File: src/rtl/regbank_read_arbiter_pkg.sv
// regbank_pkg: shared register-bank geometry and arbiter state type
package regbank_pkg;
    localparam int REG_COUNT = 16;
    localparam int ADDR_W = 4;
    localparam int DATA_W = 32;
    typedef enum logic {UNLOCKED, LOCKED} arb_state_t;
endpackage

File: src/rtl/regbank_read_arbiter_if.sv
// regbank_read_arbiter_if: requester/register-bank read bus for the arbiter
// req/req_lock/req_addr: per-requester request, lock qualifier, packed register index
// gnt: one-hot grant; rd_sel/rd_data: register bank mux select and data
// rsp_valid/rsp_data: one-hot owner strobe and registered data; locked: LOCKED state
interface regbank_read_arbiter_if #(
    parameter int NUM_REQ = 4,
    parameter int ADDR_W = regbank_pkg::ADDR_W,
    parameter int DATA_W = regbank_pkg::DATA_W
);
    logic [NUM_REQ-1:0]        req;
    logic [NUM_REQ-1:0]        req_lock;
    logic [NUM_REQ*ADDR_W-1:0] req_addr;
    logic [NUM_REQ-1:0]        gnt;
    logic [ADDR_W-1:0]         rd_sel;
    logic [DATA_W-1:0]         rd_data;
    logic [NUM_REQ-1:0]        rsp_valid;
    logic [DATA_W-1:0]         rsp_data;
    logic                      locked;
    modport master (
        output req, req_lock, req_addr, rd_data,
        input  gnt, rd_sel, rsp_valid, rsp_data, locked
    );
    modport slave (
        input  req, req_lock, req_addr, rd_data,
        output gnt, rd_sel, rsp_valid, rsp_data, locked
    );
endinterface

File: src/rtl/regbank_read_arbiter_rr_pick.sv
// rr_pick: combinational round-robin picker, first set req at or after ptr
// req: request vector; ptr: highest-priority index
// winner: granted index; any_valid: at least one request present
module rr_pick #(
    parameter int N = 4,
    parameter int PW = $clog2(N)
) (
    input  logic [N-1:0]  req,
    input  logic [PW-1:0] ptr,
    output logic [PW-1:0] winner,
    output logic          any_valid
);
    logic [N-1:0] rot;
    logic [PW:0]  off;
    logic [PW:0]  sum;
    always_comb begin
        rot = N'({req, req} >> ptr);
        off = '0;
        any_valid = 1'b0;
        // descending scan so the lowest rotated offset is the last write
        for (int k = N - 1; k >= 0; k--) begin
            if (rot[k]) begin
                off = (PW + 1)'(k);
                any_valid = 1'b1;
            end
        end
        sum = {1'b0, ptr} + off;
        winner = (sum >= (PW + 1)'(N)) ? PW'(sum - (PW + 1)'(N)) : PW'(sum);
    end
endmodule

File: src/rtl/regbank_read_arbiter.sv
// regbank_read_arbiter: round-robin arbiter with lock sharing one register-bank read port
// clk/rst_n: clock and async active-low reset
// bus: slave side of regbank_read_arbiter_if (requests, grant, bank select/data, responses)
module regbank_read_arbiter
    import regbank_pkg::*;
#(
    parameter int NUM_REQ = 4,
    parameter int ADDR_W = regbank_pkg::ADDR_W
) (
    input logic clk,
    input logic rst_n,
    regbank_read_arbiter_if.slave bus
);
    localparam int PW = $clog2(NUM_REQ);
    arb_state_t         state;
    logic [PW-1:0]      ptr;
    logic [PW-1:0]      lock_owner;
    logic [PW-1:0]      s1_owner;
    logic               s1_valid;
    logic [NUM_REQ-1:0] owner_oh;
    logic               owner_hold;
    logic [PW-1:0]      owner_next;
    logic [NUM_REQ-1:0] eligible;
    logic [PW-1:0]      pick_ptr;
    logic [PW-1:0]      winner;
    logic [PW-1:0]      win_next;
    logic               any;
    logic               win_lock;
    always_comb begin
        owner_oh = NUM_REQ'(1) << lock_owner;
        owner_hold = (state == LOCKED) && |(bus.req & owner_oh);
        owner_next = (lock_owner == PW'(NUM_REQ - 1)) ? '0 : lock_owner + 1'b1;
        // a dropped lock owner hands over in the same cycle, scanning from owner+1
        eligible = owner_hold ? owner_oh : bus.req;
        pick_ptr = (state == LOCKED && !owner_hold) ? owner_next : ptr;
        win_next = (winner == PW'(NUM_REQ - 1)) ? '0 : winner + 1'b1;
        win_lock = bus.req_lock[winner];
        bus.gnt = (any && rst_n) ? NUM_REQ'(1) << winner : '0;
        bus.locked = (state == LOCKED);
    end
    rr_pick #(.N(NUM_REQ), .PW(PW)) u_pick (
        .req       (eligible),
        .ptr       (pick_ptr),
        .winner    (winner),
        .any_valid (any)
    );
    always_ff @(posedge clk or negedge rst_n) begin
        if (!rst_n) begin
            state <= UNLOCKED;
            ptr <= '0;
            lock_owner <= '0;
            s1_owner <= '0;
            s1_valid <= 1'b0;
            bus.rd_sel <= '0;
            bus.rsp_valid <= '0;
            bus.rsp_data <= '0;
        end else begin
            s1_valid <= any;
            if (any) begin
                bus.rd_sel <= bus.req_addr[int'(winner) * ADDR_W +: ADDR_W];
                s1_owner <= winner;
            end
            state <= (any && win_lock) ? LOCKED : UNLOCKED;
            if (any && win_lock) lock_owner <= winner;
            ptr <= (any && !win_lock) ? win_next : pick_ptr;
            bus.rsp_valid <= s1_valid ? NUM_REQ'(1) << s1_owner : '0;
            if (s1_valid) bus.rsp_data <= bus.rd_data;
        end
    end
endmodule

File: src/flat_wrapper.sv
// flat-port wrapper written by rule: the top's interface ports become plain ports
module regbank_read_arbiter_flat import regbank_pkg::*;
#(
    parameter int NUM_REQ = 4,
    parameter int ADDR_W = regbank_pkg::ADDR_W
)
  (clk, rst_n, bus_req, bus_req_lock, bus_req_addr, bus_rd_data, bus_gnt, bus_rd_sel, bus_rsp_valid, bus_rsp_data, bus_locked);
  regbank_read_arbiter_if #(.NUM_REQ(NUM_REQ), .ADDR_W(ADDR_W), .DATA_W(32)) bus_i ();
  input logic clk;
  input logic rst_n;
  input wire logic [$bits(bus_i.req)-1:0] bus_req;
  input wire logic [$bits(bus_i.req_lock)-1:0] bus_req_lock;
  input wire logic [$bits(bus_i.req_addr)-1:0] bus_req_addr;
  input wire logic [$bits(bus_i.rd_data)-1:0] bus_rd_data;
  output wire logic [$bits(bus_i.gnt)-1:0] bus_gnt;
  output wire logic [$bits(bus_i.rd_sel)-1:0] bus_rd_sel;
  output wire logic [$bits(bus_i.rsp_valid)-1:0] bus_rsp_valid;
  output wire logic [$bits(bus_i.rsp_data)-1:0] bus_rsp_data;
  output wire logic [$bits(bus_i.locked)-1:0] bus_locked;
  assign bus_i.req = bus_req;
  assign bus_i.req_lock = bus_req_lock;
  assign bus_i.req_addr = bus_req_addr;
  assign bus_i.rd_data = bus_rd_data;
  assign bus_gnt = bus_i.gnt;
  assign bus_rd_sel = bus_i.rd_sel;
  assign bus_rsp_valid = bus_i.rsp_valid;
  assign bus_rsp_data = bus_i.rsp_data;
  assign bus_locked = bus_i.locked;
  regbank_read_arbiter #(.NUM_REQ(NUM_REQ), .ADDR_W(ADDR_W)) u_core (.clk(clk), .rst_n(rst_n), .bus(bus_i));
endmodule
File: config.mk
export PLATFORM = sky130hd
export DESIGN_NAME = regbank_read_arbiter_flat
export DESIGN_NICKNAME = d
export VERILOG_FILES = /design/src/rtl/regbank_read_arbiter_pkg.sv /design/src/rtl/regbank_read_arbiter_if.sv /design/src/rtl/regbank_read_arbiter_rr_pick.sv /design/src/rtl/regbank_read_arbiter.sv /design/src/flat_wrapper.sv
export SDC_FILE = /design/constraint.sdc
export NUM_CORES = 1
export LEC_CHECK = 0
export ABC_AREA = 1
export CAP_MARGIN = 20
export CORE_MARGIN = 3
export CORE_UTILIZATION = 40
export CTS_BUF_LIST = sky130_fd_sc_hd__clkbuf_16
export DETAILED_ROUTE_END_ITERATION = 6
export PLACE_DENSITY = 0.75
export SYNTH_ARGS = -nofsm -noshare
export SYNTH_HDL_FRONTEND = slang
export SYNTH_SLANG_ARGS = --single-unit
File: constraint.sdc
create_clock -name clk -period 8.9 [get_ports clk]
set_clock_uncertainty 0.1 [all_clocks]
set_input_delay 2.67 -clock clk [delete_from_list [all_inputs] [get_ports clk]]
set_output_delay 2.67 -clock clk [all_outputs]
set_load 0.1 [all_outputs]
# Word level (Yosys, flattened, before mapping)
# Cells that the tools add are included.
[word_totals]
regBits = 48
inputBits = 58
wordCells = 49
[op_classes]
order_cmp = 2
add_sub_neg = 4
n_mux = 19
eq_ne = 2
reduce_logical = 8
bitwise_logic = 1
shift = 5
[ops]
columns = ["operator", "n"]
rows = [
  ["indexed part select 16 x 5 -> 4 bit", 1],
  ["two-way mux 2 bit", 6],
  ["two-way mux 4 bit", 3],
  ["<< shifter 1 x 2 -> 4 bit, first input constant", 3],
  ["two-way mux 3 bit", 3],
  [">> shifter 8 x 2 -> 4 bit", 1],
  ["two-way mux 1 bit", 6],
  ["logical AND 1 bit", 5],
  ["adder 2 x 1 -> 2 bit, second input constant", 2],
  ["AND 4 bit", 1],
  ["equality test 2 bit, second input constant", 2],
  ["OR reduction 4 bit", 1],
  ["adder 2 x 3 -> 3 bit", 1],
  [">= comparator 3 bit, second input constant", 1],
  ["less-than comparator 2 x 3 -> 1 bit, second input constant", 1],
  ["binary-select mux 1 bit (select 2 bit)", 1],
  ["zero test 1 bit", 2],
  ["subtractor 2 x 1 -> 2 bit, second input constant", 1],
]

# Logic depth before layout (Yosys ltp)
# Gate-level depths: netlist of run 1.
[logic_depth]
depth_word = 20
ltp_mapped = 25

# Hierarchy
# From an unflattened synthesis of run 1, not the netlist that was laid out.
[hier_totals]
cells_unflattened = 301
area_unflattened_um2 = 2374.8
[by_module_without_submodules]
columns = ["module", "seq_area_each_um2", "area_per_inst_um2", "cells_each", "n_inst"]
rows = [
  ["regbank_read_arbiter", 1201.2, 2209.6, 266, 1],
  ["rr_pick", 0.0, 165.2, 35, 1],
]

# Least setup slack after synthesis of run 1
# No wires, ideal clock.
[synth_timing]
kind = "input to output"
from = "in bus_req[2]"
to = "out bus_gnt[0]"
path_buffers = 1
required_time_ns = 6.130
arrival_ns = 6.567
cell_stages = 19
path_slack_ns = -0.437
path_cell_list = "nand2_2 > nand2_4 > nor2_8 > nand3b_1 > nand2_1 > nand2_1 > nand2_1 > nand2_1 > nand2_1 > inv_1 > a21oi_1 > nor2_1 > ha_1 > xnor2_1 > inv_1 > nand2_4 > nand2_2 > buf_6 > nor3_1"
[synth_between]
elab_chain_len = 16
word_cells_on_any_way = 23
cone_classes = "add/sub: 2; order compare: 1; shift: 2; mux: 12; bitwise: 1; reduce/logical: 5"
[synth_lines]
columns = ["element", "line", "text"]
rows = [
  ["start: declaration", "flat_wrapper.sv:11", "input wire logic [$bits(bus_i.req)-1:0] bus_req;"],
  ["AND 4 bit", "regbank_read_arbiter.sv:31", "owner_hold = (state == LOCKED) && |(bus.req & owner_oh);"],
  ["OR reduction 4 bit", "regbank_read_arbiter.sv:31", ""],
  ["logical AND 1 bit", "regbank_read_arbiter.sv:31", ""],
  ["zero test 1 bit", "regbank_read_arbiter.sv:35", "pick_ptr = (state == LOCKED && !owner_hold) ? owner_next : ptr;"],
  ["logical AND 1 bit", "regbank_read_arbiter.sv:35", ""],
  ["two-way mux 2 bit", "regbank_read_arbiter.sv:35", ""],
  [">> shifter 8 x 2 -> 4 bit", "regbank_read_arbiter_rr_pick.sv:17", "rot = N'({req, req} >> ptr);"],
  ["two-way mux 2 bit", "regbank_read_arbiter_rr_pick.sv:22", "if (rot[k]) begin"],
  ["two-way mux 3 bit (3 in series)", "regbank_read_arbiter_rr_pick.sv:22", ""],
  ["adder 2 x 3 -> 3 bit", "regbank_read_arbiter_rr_pick.sv:27", "sum = {1'b0, ptr} + off;"],
  [">= comparator 3 bit or subtractor 2 x 1 -> 2 bit (tied branches)", "regbank_read_arbiter_rr_pick.sv:28", "winner = (sum >= (PW + 1)'(N)) ? PW'(sum - (PW + 1)'(N)) : PW'(sum);"],
  ["two-way mux 2 bit", "regbank_read_arbiter_rr_pick.sv:28", ""],
  ["<< shifter 1 x 2 -> 4 bit", "regbank_read_arbiter.sv:38", "bus.gnt = (any && rst_n) ? NUM_REQ'(1) << winner : '0;"],
  ["two-way mux 4 bit (*)", "regbank_read_arbiter.sv:38", ""],
  ["end: declaration", "flat_wrapper.sv:15", "output wire logic [$bits(bus_i.gnt)-1:0] bus_gnt;"],
]
# Every way passes the cells marked *; elsewhere a longest branch is shown, timed or not.

# Worst setup path after layout of run 1
[layout_timing]
from = "in bus_req[1]"
to = "out bus_gnt[3]"
# The elaborated chain is that of the path after synthesis.

==> results of run 1 <==
==> stage by stage <==
step                cell area (um^2)  hold WS, ns
floorplan                       2569       0.3323
global placement                3672       0.3444
detailed placement              3672       0.3537
CTS                             3866       0.3716
global route                    3886       0.4041
finish                          3886       0.3755
==> routing by layer <==
layer / routed length, um / up-vias / global-route usage
met5: 0 / - / 0
met4: 39 / 0 / 0.03022
met2: 3079 / 78 / 0.2915
met1: 2755 / 1108 / 0.2362
met3: 499 / 6 / 0.05764
li1: - / 1233 / -
==> flip-flops by register name (all words and copies together) (netlist names) <==
| name | cells |
|---|---|
| u_core.bus.rsp_valid | 4 |
| u_core.s1_valid | 1 |
| u_core.bus.rd_sel | 4 |
| u_core.bus.locked | 1 |
| u_core.ptr | 2 |
| u_core.lock_owner | 2 |
| u_core.s1_owner | 2 |
| u_core.bus.rsp_data | 32 |
==> worst max-delay path: stages <==
cell and delay (ns):
clkdlybuf4s50_1 0.52, nand2_2 0.08, nand2_4 0.12, nor2_8 0.05, nor2_2 0.15, nand2_1 0.08
nand2_1 0.08, nand2_1 0.09, nand2_1 0.07, nand2_1 0.05, nand2_1 0.09, inv_1 0.04
a21oi_1 0.11, nor2_1 0.05, ha_1 0.20, xnor2_1 0.30, nand3_4 0.16, nand2_2 0.24
ha_1 0.22, inv_1 0.04, nor2_1 0.18, buf_12 0.20
==> kinds of logic (layout without fill, tap and decap cells) <==
| family | Yosys count | count (layout) | synth area share |
|---|---|---|---|
| simple gates | 232 | 232 | 0.4051 |
| fa+ha+maj | 7 | 7 | 0.03416 |
| flops | 48 | 48 | 0.4685 |
| buf+inv | 40 | 141 | 0.06491 |
| compound gates | 10 | 10 | 0.02391 |
| xor+xnor | 1 | 1 | 0.003417 |
==> cell usage after synthesis (all sizes together) <==
library cell  count  area, um^2
nand2           183       739.5
dfrtp            48        1201
inv              27       101.4
nand3            18       107.6
nor2             15       82.58
clkbuf           10       38.78
o21ai             9       56.30
nor3              8       56.31
ha                7       87.58
nand4             6       37.54
buf               2       22.52
nand3b            2       15.01
a21oi             1       5.000
clkinv            1       3.750
xnor2             1       8.760
==> final timing paths <==
kind,to,slack [ns],cells past startpoint
min,u_core.bus.rsp_data[18],0.38,2
min reg2reg,u_core.bus.rsp_data[18],0.38,2
max in group asynchronous,u_core.lock_owner[1],5.92,2
min in group asynchronous,u_core.bus.rsp_data[0],2.38,2
max reg2reg,u_core.ptr[0],5.34,23
max,bus_gnt[3],0.30,22
==> area by class of cell <==
cell class | count | area [um^2] | area share
clock buffers | 5 | 125.1 | 0.03220
clock inverters | 3 | 68.82 | 0.01771
flip-flops and latches | 48 | 1201 | 0.3091
repair buffers | 105 | 1091 | 0.2807
well taps | 75 | 93.84 | 0.02415
multi-input cells | 250 | 1201 | 0.3091
inverters | 28 | 105.1 | 0.02704
==> impl_metrics.yaml, run 1 <==
synth:
  ys_ff_latch: 48
  syn-instance-count: 338
  synth.avg_cell_area_um2: 7.585
  synth.yosys.seq_area_share: 0.4685
  synth_fp_nets: 403
  yosysWarnings: 0
  synth_area_um2: 2564
  yosysUniqueCellTypes: 28
clock_tree:
  post_cts_resized: 0
  cts-root-buf: "clkbuf_16"
  cts_buffers: 5
  cts_tree: "built"
  cts_buffer_depth: 2
  postCtsSetupRepairBufs: 0
  cts.sinks: 48
  hold_buffers: 0
  clkTransAtPathRegs_ns: 0.07
  h-tree-depth: 2
  clk_latency_ns: 0.28
grt:
  grt_overflow_total: 0
  first_global_vias: 2385
  antenna_found_initial: 0
  grt.total_usage: 0.1788
  grt_max_degree: 50
  grt_pass1_wl_um: 10830
floorplanning:
  ioPinCount: 103
  dieHeight_um: 86.06
  chipWidth_um: 86.06
  core_area_um2: 6061
  dieArea_um2: 7405
  placementRows: 28
  start_util: 0.4230
route:
  wl_per_cell_um: 12.40
  drcViolationCount: 0
  postRouteAntennaNets: 0
  dr.pass1.iters: 4
  dr_total_vias: 2425
  vias_per_cell: 4.718
  wirelength_um: 6373
  first_iter_violations: 99
outcome:
  outcome: "finished, final reports clean"
sta:
  period_share: 0.9664
  setup-tns-final_ns: 0
  max_freq_mhz: 116.3
  worst_slew_pin_slew_ns: 1.057
  setup_violations: 0
  slew_headroom: 0.2950
  fin_ws_ns: 0.2988
  finalHoldViolCount: 0
  rsz0062_at_grt: "no"
  min_period_ns: 8.601
  drv_slew: 0
min_path:
  min_from: "u_core.bus.rsp_data[18]"
  hold_path_class: "register to register"
worst_setup_path:
  startpoint: "bus_req[1]"
  startpoint_type: "input port"
  arrival_ns: 5.83
  worstSetupEndpointType: "output port"
  r2r-start: "u_core.lock_owner[0]"
  cp.required_ns: 6.13
  crit_path_max_fanout: 12
  crit_type: "input port to output port"
run:
  max_cap_viol_count: 0
cells_and_area:
  fin_util: 0.6412
  layout_commonest_cell: "nand2_1"
  final_cells: 514
  layout-drive-gt1-share: 0.09567
  nFillCells: 525
  final_cell_mix: "nand2_1 (168), clkdlybuf4s50_1 (97), dfrtp_1 (48)"
  layout.nets: 503
  antennaDiodeCount: 0
  synthToLayoutAreaGrowth_pct: 51.59
placed_design:
  preCtsSetupSlack_ns: 0.3153
  place_congestion: 0.8850
  placed_cells: 505
  port_buffers: 102
  hpwl_um: 4769
Power of run 1 is left out: the tool's default activity adds up to more than one toggle a clock period on the data nets, which glitch-free logic cannot reach.
==> run 2, diff against run 1 <==
- REMOVE_ABC_BUFFERS: unset -> 1
==> run 2 against run 1 <==
Utilization decreased by 1.3 points. Register-to-register slack gained 0.07 ns. Die area is the same. Flip-flop and latch count is the same. First-iteration DRC count fell by 9.1%. Routed wire length grew 1.6%. Cell count is 0.19% lower. Critical path depth unchanged. Global-route usage grew 0.53 points. Non-clock buffer count down 1. Hold slack got worse by 0.015 ns. Sequential share of layout area rose by 0.64 points. Highest routed layer unchanged.
==> impl_metrics.yaml, run 2 (synthesis gave the netlist of run 1 again) <==
outcome:
  outcome: "finished, final reports clean"
sta:
  rsz0062_at_grt: "no"
  worst_slew_pin_slew_ns: 1.030
  drv_slew: 0
  max_freq_mhz: 116.8
  period_share: 0.9616
  finalHoldViolCount: 0
  min_period_ns: 8.559
  hold_slack_ns: 0.3604
  slew_headroom: 0.3135
  setup_violations: 0
clock_tree:
  clk_latency_ns: 0.28
  cts-root-buf: "clkbuf_16"
  cts_buffer_depth: 2
  h-tree-depth: 2
  cts.sinks: 48
  postCtsSetupRepairBufs: 0
  hold_buffers: 0
  clkTransAtPathRegs_ns: 0.06
  cts_buffers: 5
  post_cts_resized: 0
  cts_tree: "built"
worst_setup_path:
  crit_type: "input port to output port"
  arrival_ns: 5.79
  worstSetupEndpointType: "output port"
  cp.required_ns: 6.13
  crit_path_max_fanout: 12
  startpoint_type: "input port"
floorplanning:
  chipWidth_um: 86.06
  start_util: 0.4230
  dieHeight_um: 86.06
  core_area_um2: 6061
  ioPinCount: 103
  dieArea_um2: 7405
  placementRows: 28
route:
  dr.pass1.iters: 4
  wirelength_um: 6474
  drcViolationCount: 0
  first_iter_violations: 90
  dr_total_vias: 2445
  wl_per_cell_um: 12.62
  vias_per_cell: 4.766
  postRouteAntennaNets: 0
placed_design:
  hpwl_um: 4826
  port_buffers: 102
  place_congestion: 0.8125
  placed_cells: 505
cells_and_area:
  top_regs: "u_core.bus.rsp_data x32, u_core.bus.rd_sel x4, u_core.bus.rsp_valid x4"
  final_cell_mix: "nand2_1 (168), clkdlybuf4s50_1 (97), dfrtp_1 (48)"
  final_cells: 513
  largest_reg_flops: 32
  layout.nets: 502
  layout_commonest_cell: "nand2_1"
  synthToLayoutAreaGrowth_pct: 48.51
  layout-drive-gt1-share: 0.08676
  max_flop_register: "u_core.bus.rsp_data"
  antennaDiodeCount: 0
grt:
  grt.total_usage: 0.1841
  first_global_vias: 2450
  grt_max_degree: 49
  grt_overflow_total: 0
  antenna_found_initial: 0
  grt_pass1_wl_um: 10960
run:
  max_cap_viol_count: 0
min_path:
  hold_path_class: "register to register"
==> run 2: changes by cell type in the layout (fill, tap and decap cells not counted), sizes merged <==
cell / delta
buf: -1
bufinv: -2
clkinv: +1
clkinvlp: +1
==> run 2: layout make-up <==
cell class | instances | area [um^2]
sequential | 48 | 1201
multi-input combinational | 250 | 1196
clock buffer | 5 | 125.1
clock inverter | 3 | 15.01
fill | 542 | 2253
tap | 75 | 93.84
timing repair buffer | 104 | 1071
inverter | 28 | 105.1
==> run 2: worst paths after layout <==
kind	start	endpoint	slack (ns)	cells past startpoint
setup reg to reg	u_core.lock_owner[0]	u_core.ptr[0]	5.41	23
max in group asynchronous	rst_n	u_core.ptr[0]	5.89	2
min in group asynchronous	rst_n	u_core.bus.rsp_data[28]	2.41	2
hold reg to reg	u_core.s1_owner[1]	u_core.bus.rsp_valid[0]	0.36	1
hold / removal	u_core.s1_owner[1]	u_core.bus.rsp_valid[0]	0.36	1
setup / recovery	bus_req[1]	bus_gnt[3]	0.34	22
==> run 2: metrics by stage <==
| stage | instance area, um^2 | setup TNS [ns] | util | worst slack, ns |
|---|---|---|---|---|
| floorplan | 2502 | -0.4776 | - | -0.4776 |
| global placement | 3667 | 0 | 0.6051 | 0.4544 |
| detailed placement | 3667 | 0 | 0.6051 | 0.3675 |
| CTS | 3807 | 0 | 0.6282 | 0.3506 |
| global route | 3807 | 0 | 0.6282 | 0.04243 |
| finish | 3807 | 0 | 0.6282 | 0.3414 |
==> run 2: routing by layer <==
metal | global-route usage | up-vias | wire length [um]
met2 | 0.2922 | 93 | 2938
met1 | 0.2276 | 1110 | 2783
met3 | 0.08069 | 9 | 677
met5 | 0 | - | 0
li1 | - | 1233 | -
met4 | 0.05180 | 0 | 74
==> run 2: critical path, stage by stage <==
cell and delay (ns):
clkdlybuf4s50_1 0.54, nand2_2 0.09, nand2_4 0.12, nor2_8 0.05
nand2_2 0.07, nand2_1 0.05, nand2_1 0.13, nand2_1 0.10
nand2_1 0.08, nand2_1 0.05, nand2_1 0.08, inv_1 0.04
a21oi_1 0.11, nor2_1 0.05, ha_1 0.20, xnor2_1 0.30
nand3_4 0.15, nand2_2 0.24, ha_1 0.23, inv_1 0.05
nor2_1 0.18, buf_12 0.20
Power of run 2 is left out for the same reason.
